<file path="src/rtl/i2c_req_arbiter.sv">
// i2c_req_arbiter
//   Shares one I2C master controller between N_REQ local requesters. A
//   requester presents a descriptor (7-bit address, direction, byte count);
//   one requester is granted at a time. The block launches the transaction on
//   the master's start interface, then routes write-data requests, read bytes
//   and completion back to the granted requester only.
//
//   Build option: define I2C_ARB_RR_EN for round-robin arbitration (search
//   upward from the last granted index, wrapping). Without it, arbitration is
//   fixed priority and the lowest requesting index wins.
//
// Ports
//   clk, rst         clock; asynchronous active-high reset
//   req_valid/rnw    per-requester pending flag and direction (1 = read)
//   req_addr/size    per-requester address [7i+6:7i] and byte count-1 [2i+1:2i]
//   req_ack          one-cycle pulse when the descriptor is captured
//   wr_req           master dataReq forwarded to the granted requester
//   wr_data/valid    per-requester write byte and its valid
//   rd_data          last read byte (shared)
//   rd_valid         one-cycle pulse to the granted requester per read byte
//   done             one-cycle pulse to the granted requester at the end
//   grant_busy       high from grant until done
//   m_*              master start/descriptor/write-data outputs and
//                    busy/dataReq/newData/data_o inputs
module i2c_req_arbiter #(
  parameter int N_REQ = 4,
  parameter int PTR_W = 2
) (
  input  logic                 clk,
  input  logic                 rst,
  input  logic [N_REQ-1:0]     req_valid,
  input  logic [N_REQ-1:0]     req_rnw,
  input  logic [7*N_REQ-1:0]   req_addr,
  input  logic [2*N_REQ-1:0]   req_size,
  output logic [N_REQ-1:0]     req_ack,
  output logic [N_REQ-1:0]     wr_req,
  input  logic [8*N_REQ-1:0]   wr_data,
  input  logic [N_REQ-1:0]     wr_valid,
  output logic [7:0]           rd_data,
  output logic [N_REQ-1:0]     rd_valid,
  output logic [N_REQ-1:0]     done,
  output logic                 grant_busy,
  output logic                 m_start,
  output logic [6:0]           m_addr,
  output logic                 m_rnw,
  output logic [1:0]           m_size,
  output logic [7:0]           m_data_i,
  output logic                 m_data_valid,
  input  logic                 m_busy,
  input  logic                 m_dataReq,
  input  logic                 m_newData,
  input  logic [7:0]           m_data_o
);

  typedef enum logic [2:0] {
    S_IDLE, S_LAUNCH, S_WAIT_BUSY, S_ACTIVE, S_DONE
  } state_t;

  state_t             r_state, w_next;
  logic [PTR_W-1:0]   r_g;
  logic [PTR_W-1:0]   w_win;
  logic [N_REQ-1:0]   w_g_oh;
  logic [N_REQ-1:0]   r_req_ack;
  logic [N_REQ-1:0]   r_rd_valid;
  logic [7:0]         r_rd_data;
  logic [6:0]         r_addr;
  logic               r_rnw;
  logic [1:0]         r_size;
  logic               r_busy_q;
  logic               r_nd_q;
  logic               w_nd_fall;
  logic               w_grant;

  assign w_g_oh  = N_REQ'(1) << r_g;
  assign w_grant = (r_state == S_IDLE) && (|req_valid);
  // m_data_o is only stable once newData has been high for a while, so the
  // byte is taken on the falling edge of newData.
  assign w_nd_fall = r_nd_q && !m_newData;

  // ---------------------------------------------------------------- arbiter
`ifdef I2C_ARB_RR_EN
  logic [PTR_W-1:0] r_last;

  // Walk candidates from farthest (last itself) to nearest (last+1); the final
  // hit is the nearest requester after last, wrapping modulo N_REQ.
  always_comb begin
    int idx;
    w_win = '0;
    for (int k = N_REQ; k >= 1; k--) begin
      idx = (int'(r_last) + k) % N_REQ;
      if (req_valid[idx]) w_win = PTR_W'(idx);
    end
  end

  always_ff @(posedge clk or posedge rst) begin
    if (rst)                    r_last <= PTR_W'(N_REQ - 1);
    else if (r_state == S_DONE) r_last <= r_g;
  end
`else
  always_comb begin
    w_win = '0;
    for (int i = N_REQ - 1; i >= 0; i--)
      if (req_valid[i]) w_win = PTR_W'(i);
  end
`endif

  // ---------------------------------------------------------------- FSM
  always_ff @(posedge clk or posedge rst) begin
    if (rst) r_state <= S_IDLE;
    else     r_state <= w_next;
  end

  always_comb begin
    w_next = r_state;
    case (r_state)
      S_IDLE:      if (|req_valid) w_next = S_LAUNCH;
      S_LAUNCH:    w_next = S_WAIT_BUSY;
      S_WAIT_BUSY: if (m_busy) w_next = S_ACTIVE;
      // busy seen high on the previous edge and low now: transaction over
      S_ACTIVE:    if (r_busy_q && !m_busy) w_next = S_DONE;
      S_DONE:      w_next = S_IDLE;
      default:     w_next = S_IDLE;
    endcase
  end

  // ------------------------------------------------------ routed outputs
  always_comb begin
    m_start      = 1'b0;
    grant_busy   = 1'b0;
    done         = '0;
    wr_req       = '0;
    m_data_i     = '0;
    m_data_valid = 1'b0;
    case (r_state)
      S_LAUNCH: begin
        m_start    = 1'b1;
        grant_busy = 1'b1;
      end
      S_WAIT_BUSY: grant_busy = 1'b1;
      S_ACTIVE: begin
        grant_busy   = 1'b1;
        wr_req       = m_dataReq ? w_g_oh : '0;
        m_data_i     = wr_data[{r_g, 3'b000} +: 8];
        m_data_valid = wr_valid[r_g];
      end
      S_DONE: begin
        grant_busy = 1'b1;
        done       = w_g_oh;
      end
      default: ;
    endcase
  end

  // ----------------------------------------------------- captured state
  always_ff @(posedge clk or posedge rst) begin
    if (rst) begin
      r_g        <= '0;
      r_req_ack  <= '0;
      r_rd_valid <= '0;
      r_rd_data  <= '0;
      r_addr     <= '0;
      r_rnw      <= 1'b0;
      r_size     <= '0;
      r_busy_q   <= 1'b0;
      r_nd_q     <= 1'b0;
    end else begin
      r_busy_q   <= m_busy;
      r_nd_q     <= m_newData;
      r_req_ack  <= '0;
      r_rd_valid <= '0;
      if (w_grant) begin
        r_g       <= w_win;
        r_addr    <= req_addr[7*int'(w_win) +: 7];
        r_rnw     <= req_rnw[w_win];
        r_size    <= req_size[2*int'(w_win) +: 2];
        r_req_ack <= N_REQ'(1) << w_win;
      end
      if (r_state == S_ACTIVE && w_nd_fall) begin
        r_rd_data  <= m_data_o;
        r_rd_valid <= w_g_oh;
      end
    end
  end

  assign req_ack  = r_req_ack;
  assign rd_valid = r_rd_valid;
  assign rd_data  = r_rd_data;
  assign m_addr   = r_addr;
  assign m_rnw    = r_rnw;
  assign m_size   = r_size;

endmodule

</file>
<file path="config.mk">
export PLATFORM = sky130hd
export DESIGN_NAME = i2c_req_arbiter
export DESIGN_NICKNAME = d
export VERILOG_FILES = /design/src/rtl/i2c_req_arbiter.sv
export SDC_FILE = /design/constraint.sdc
export NUM_CORES = 1
export LEC_CHECK = 0
export ABC_CLOCK_PERIOD_IN_PS = 2600
export BUFFER_PORTS_ARGS = -buffer_cell sky130_fd_sc_hd__buf_2
export CAP_MARGIN = 20
export CORE_MARGIN = 1
export CORE_UTILIZATION = 44
export CTS_BUF_LIST = sky130_fd_sc_hd__clkbuf_16
export DETAILED_ROUTE_END_ITERATION = 16
export PLACE_DENSITY = 0.86
export RECOVER_POWER = 50
export SLEW_MARGIN = 5
export SYNTH_ARGS = -nofsm -noshare
export SYNTH_HDL_FRONTEND = slang
export SYNTH_SLANG_ARGS = --single-unit
</file>
<file path="constraint.sdc">
create_clock -name clk -period 2.6 [get_ports clk]
set_clock_uncertainty 0.15 [all_clocks]
set_input_delay 0.13 -clock clk [delete_from_list [all_inputs] [get_ports clk]]
set_output_delay 0.13 -clock clk [all_outputs]
set_load 0.05 [all_outputs]
</file>
==> results.json <==
{
  "status": "finished, final reports clean",
  "synth_area_leader_cell": "dfrtp_1",
  "period_share_pct": 89.84,
  "seqPwrFrac_pct": 27.0,
  "netlist_area_mm2": 0.001916,
  "grt_use_met1_pct": 30.25,
  "clkTransAtPathRegs_ns": 0.05,
  "slew-limit-headroom_pct": 46.10,
  "postRouteAntennaNets": 0,
  "drc": 0,
  "cp_max_fo": 17,
  "fin_area_mm2": 0.002846,
  "grt_overflow": 0,
  "ys_top_cells_by_count": "dfrtp_1, nor2_1, nor2b_1",
  "clockBufferDepth": 2,
  "synth_most_common_cell": "dfrtp_1",
  "finalSetupViolCount": 0,
  "post_drt_wl_per_cell_um": 15.16,
  "layout.nets": 403,
  "p_switching_w": 0.001646,
  "drt_iter0_drc": 131,
  "grt.busiest_layer": "met2",
  "p_int_w": 0.001716,
  "vias_per_cell": 5.368,
  "sw_frac_of_total_pct": 48.97,
  "final_max_slew_viol_count": 0,
  "num_antenna_cells": 0,
  "cts_made_buffers": 5,
  "synth_ff_type": "dfrtp_1",
  "first_global_vias": 1784,
  "syn_area_per_cell_um2": 11.40,
  "cts_root_buffer": "clkbuf_16",
  "fill_cells": 313,
  "vdd_drop_max_v": 0.0005405,
  "initial_core_util_pct": 46.88,
  "hold_viol": 0,
  "crit_type": "flip-flop to primary output",
  "dpl.hpwl_um": 4088,
  "syn-num-nets": 261,
  "cts-resized-gates": 0,
  "fin_util_pct": 69.66,
  "totalWireLength_um": 5474,
  "clock-sinks": 33,
  "hold_depth": 3,
  "firstDrtPassIters": 4,
  "die_w_um": 67.98,
  "met3_usage_pct": 6.000,
  "grtUsageTotal_pct": 24.31,
  "p_comb_share_pct": 53.8,
  "synth_cell_types": 37,
  "ys_ff_latch": 33,
  "rsz0062_at_grt": "false",
  "synth.area.top_cells": "dfrtp_1, mux4_2, mux2_2",
  "r2r_cells": 3,
  "tightest_slew_ns": 0.8085,
  "synth_cells": 168,
  "place_area_mm2": 0.002594,
  "clock_power_share_pct": 19.2,
  "num_vias": 1938,
  "synth_async_sr_flop_share_pct": 100.0,
  "antenna_found_initial": 0,
  "dieArea_mm2": 0.004621,
  "gp_congestion": 0.8815,
  "maxCapViolations": 0,
  "port-buffer-count": 137,
  "layout-drive-gt1-share_pct": 47.27,
  "hold_buffers": 12,
  "seq_area_frac_synth_pct": 43.11,
  "ios": 138,
  "htree_levels": 2,
  "final.min_clock_period_ns": 2.336,
  "cts_tree": "done",
  "synth.top_cell.area_share_pct": 43.11,
  "tns_ns": 0,
  "cp.arrival_ns": 2.06,
  "use_met2_pct": 40.69,
  "crit_path_start_kind": "flip-flop",
  "clock_latency_ns": 0.27,
  "hold_path_class": "primary input to flip-flop",
  "cp.required_ns": 2.32,
  "max_freq_mhz": 428.1,
  "synth-edff-count": 0,
  "die_y_um": 67.98,
  "coreArea_mm2": 0.004086,
  "grt_max_degree": 34,
  "pwr_density_cell_mw_per_mm2": 1181,
  "ys_warn_count": 0,
  "rows": 23,
  "leakage_nw": 1.346,
  "postCtsSetupBuffers": 0,
  "grt_pass1_wl_um": 8252,
  "area.growth.synth_to_final_pct": 48.60,
  "end_kind": "primary output"
}
## worst max-delay path, cell delays in order (launching register included)
cell	delay, ns
dfrtp_1	0.84
mux4_2	0.59
nor2b_1	0.14
buf_2	0.21
## placed cells by master, fill, tap and decap left out, drive strengths merged, types with 2 or more instances in the layout
| cell | Yosys | layout |
|---|---|---|
| nand2 | 4 | 4 |
| dlygate4sd3 | 0 | 12 |
| inv | 4 | 5 |
| nor2 | 14 | 14 |
| mux2 | 8 | 8 |
| mux4 | 9 | 9 |
| buf | 7 | 115 |
| dfrtp | 33 | 33 |
| and2 | 4 | 4 |
| a222oi | 3 | 3 |
| nor2b | 12 | 12 |
| a221oi | 7 | 7 |
| a21oi | 8 | 8 |
| o221ai | 4 | 4 |
| or3 | 2 | 2 |
| nor3b | 4 | 4 |
| nand2b | 2 | 2 |
| nor4b | 4 | 4 |
| o2bb2ai | 3 | 3 |
| nor3 | 5 | 5 |
| a2bb2oi | 7 | 7 |
| clkbuf | 8 | 28 |
| a31oi | 6 | 6 |
## path summary, 6_finish.rpt
| kind | start | to | slack [ns] |
|---|---|---|---|
| max reg2reg | r_state[2] | rd_data[0] | 0.69 |
| min reg2reg | rd_data[7] | rd_data[7] | 0.35 |
| min in group asynchronous | rst | m_addr[1] | 0.48 |
| max in group asynchronous | rst | r_busy_q | 1.30 |
| min | req_size[5] | m_size[1] | 0.01 |
| max | r_g[0] | m_data_i[1] | 0.26 |
## state kept, by name, indices dropped and copies added, names as in the netlist
| signal | flops |
|---|---|
| m_addr | 7 |
| m_rnw | 1 |
| r_g | 2 |
| r_state | 3 |
| rd_valid | 4 |
| m_size | 2 |
| rd_data | 8 |
| r_nd_q | 1 |
| r_busy_q | 1 |
| req_ack | 4 |
## per-layer routing
metal | up-vias | routed length, µm
met5 | - | 0
met4 | 0 | 51
met1 | 915 | 2345
li1 | 932 | -
met2 | 86 | 2713
met3 | 5 | 363
## per-stage QoR
| step | setup WS, ns | std cells | power, W | hold WS [ns] |
|---|---|---|---|---|
| finish | 0.2643 | 361 | 0.003362 | 0.01236 |
| global route | 0.1080 | 361 | 0.003539 | 0.02051 |
| CTS | 0.2355 | 361 | 0.003415 | 0.008775 |
| detailed placement | 0.5329 | 341 | 0.002750 | 0.09449 |
| global placement | 0.6188 | 341 | 0.002707 | 0.08331 |
| floorplan | 0.4035 | 168 | 0.002352 | 0.01143 |
## logic make-up (layout without fill, tap and decap cells)
group	after synthesis	after routing	synth area share (%)
AND/OR/NAND/NOR	57	57	19.79
multiplexers	17	17	15.28
XOR/XNOR	1	1	0.4573
AO/OA/AOI/OAI	41	41	16.53
flip-flops	33	33	43.11
buffers and inverters	19	162	4.833
## power by group through the flow
| stage | Sequential, W | Clock [W] | Combinational (W) |
|---|---|---|---|
| finish | 0.000908 | 0.000645 | 0.00181 |
| global route | 0.000947 | 0.000674 | 0.00192 |
| CTS | 0.000909 | 0.000654 | 0.00185 |
| detailed placement | 0.000913 | 0 | 0.00184 |
| global placement | 0.000896 | 0 | 0.00181 |
| floorplan | 0.00133 | 0 | 0.00102 |
## final cells by class
type | instances | area, µm² | area share [%]
multi-input combinational | 116 | 997.2 | 35.03
sequential | 33 | 825.8 | 29.01
timing repair buffer | 150 | 783.3 | 27.52
clock buffer | 5 | 125.1 | 4.396
tap | 50 | 62.56 | 2.198
clock inverter | 3 | 37.54 | 1.319
inverter | 4 | 15.01 | 0.5275
Power figures use the tool's default switching activity.
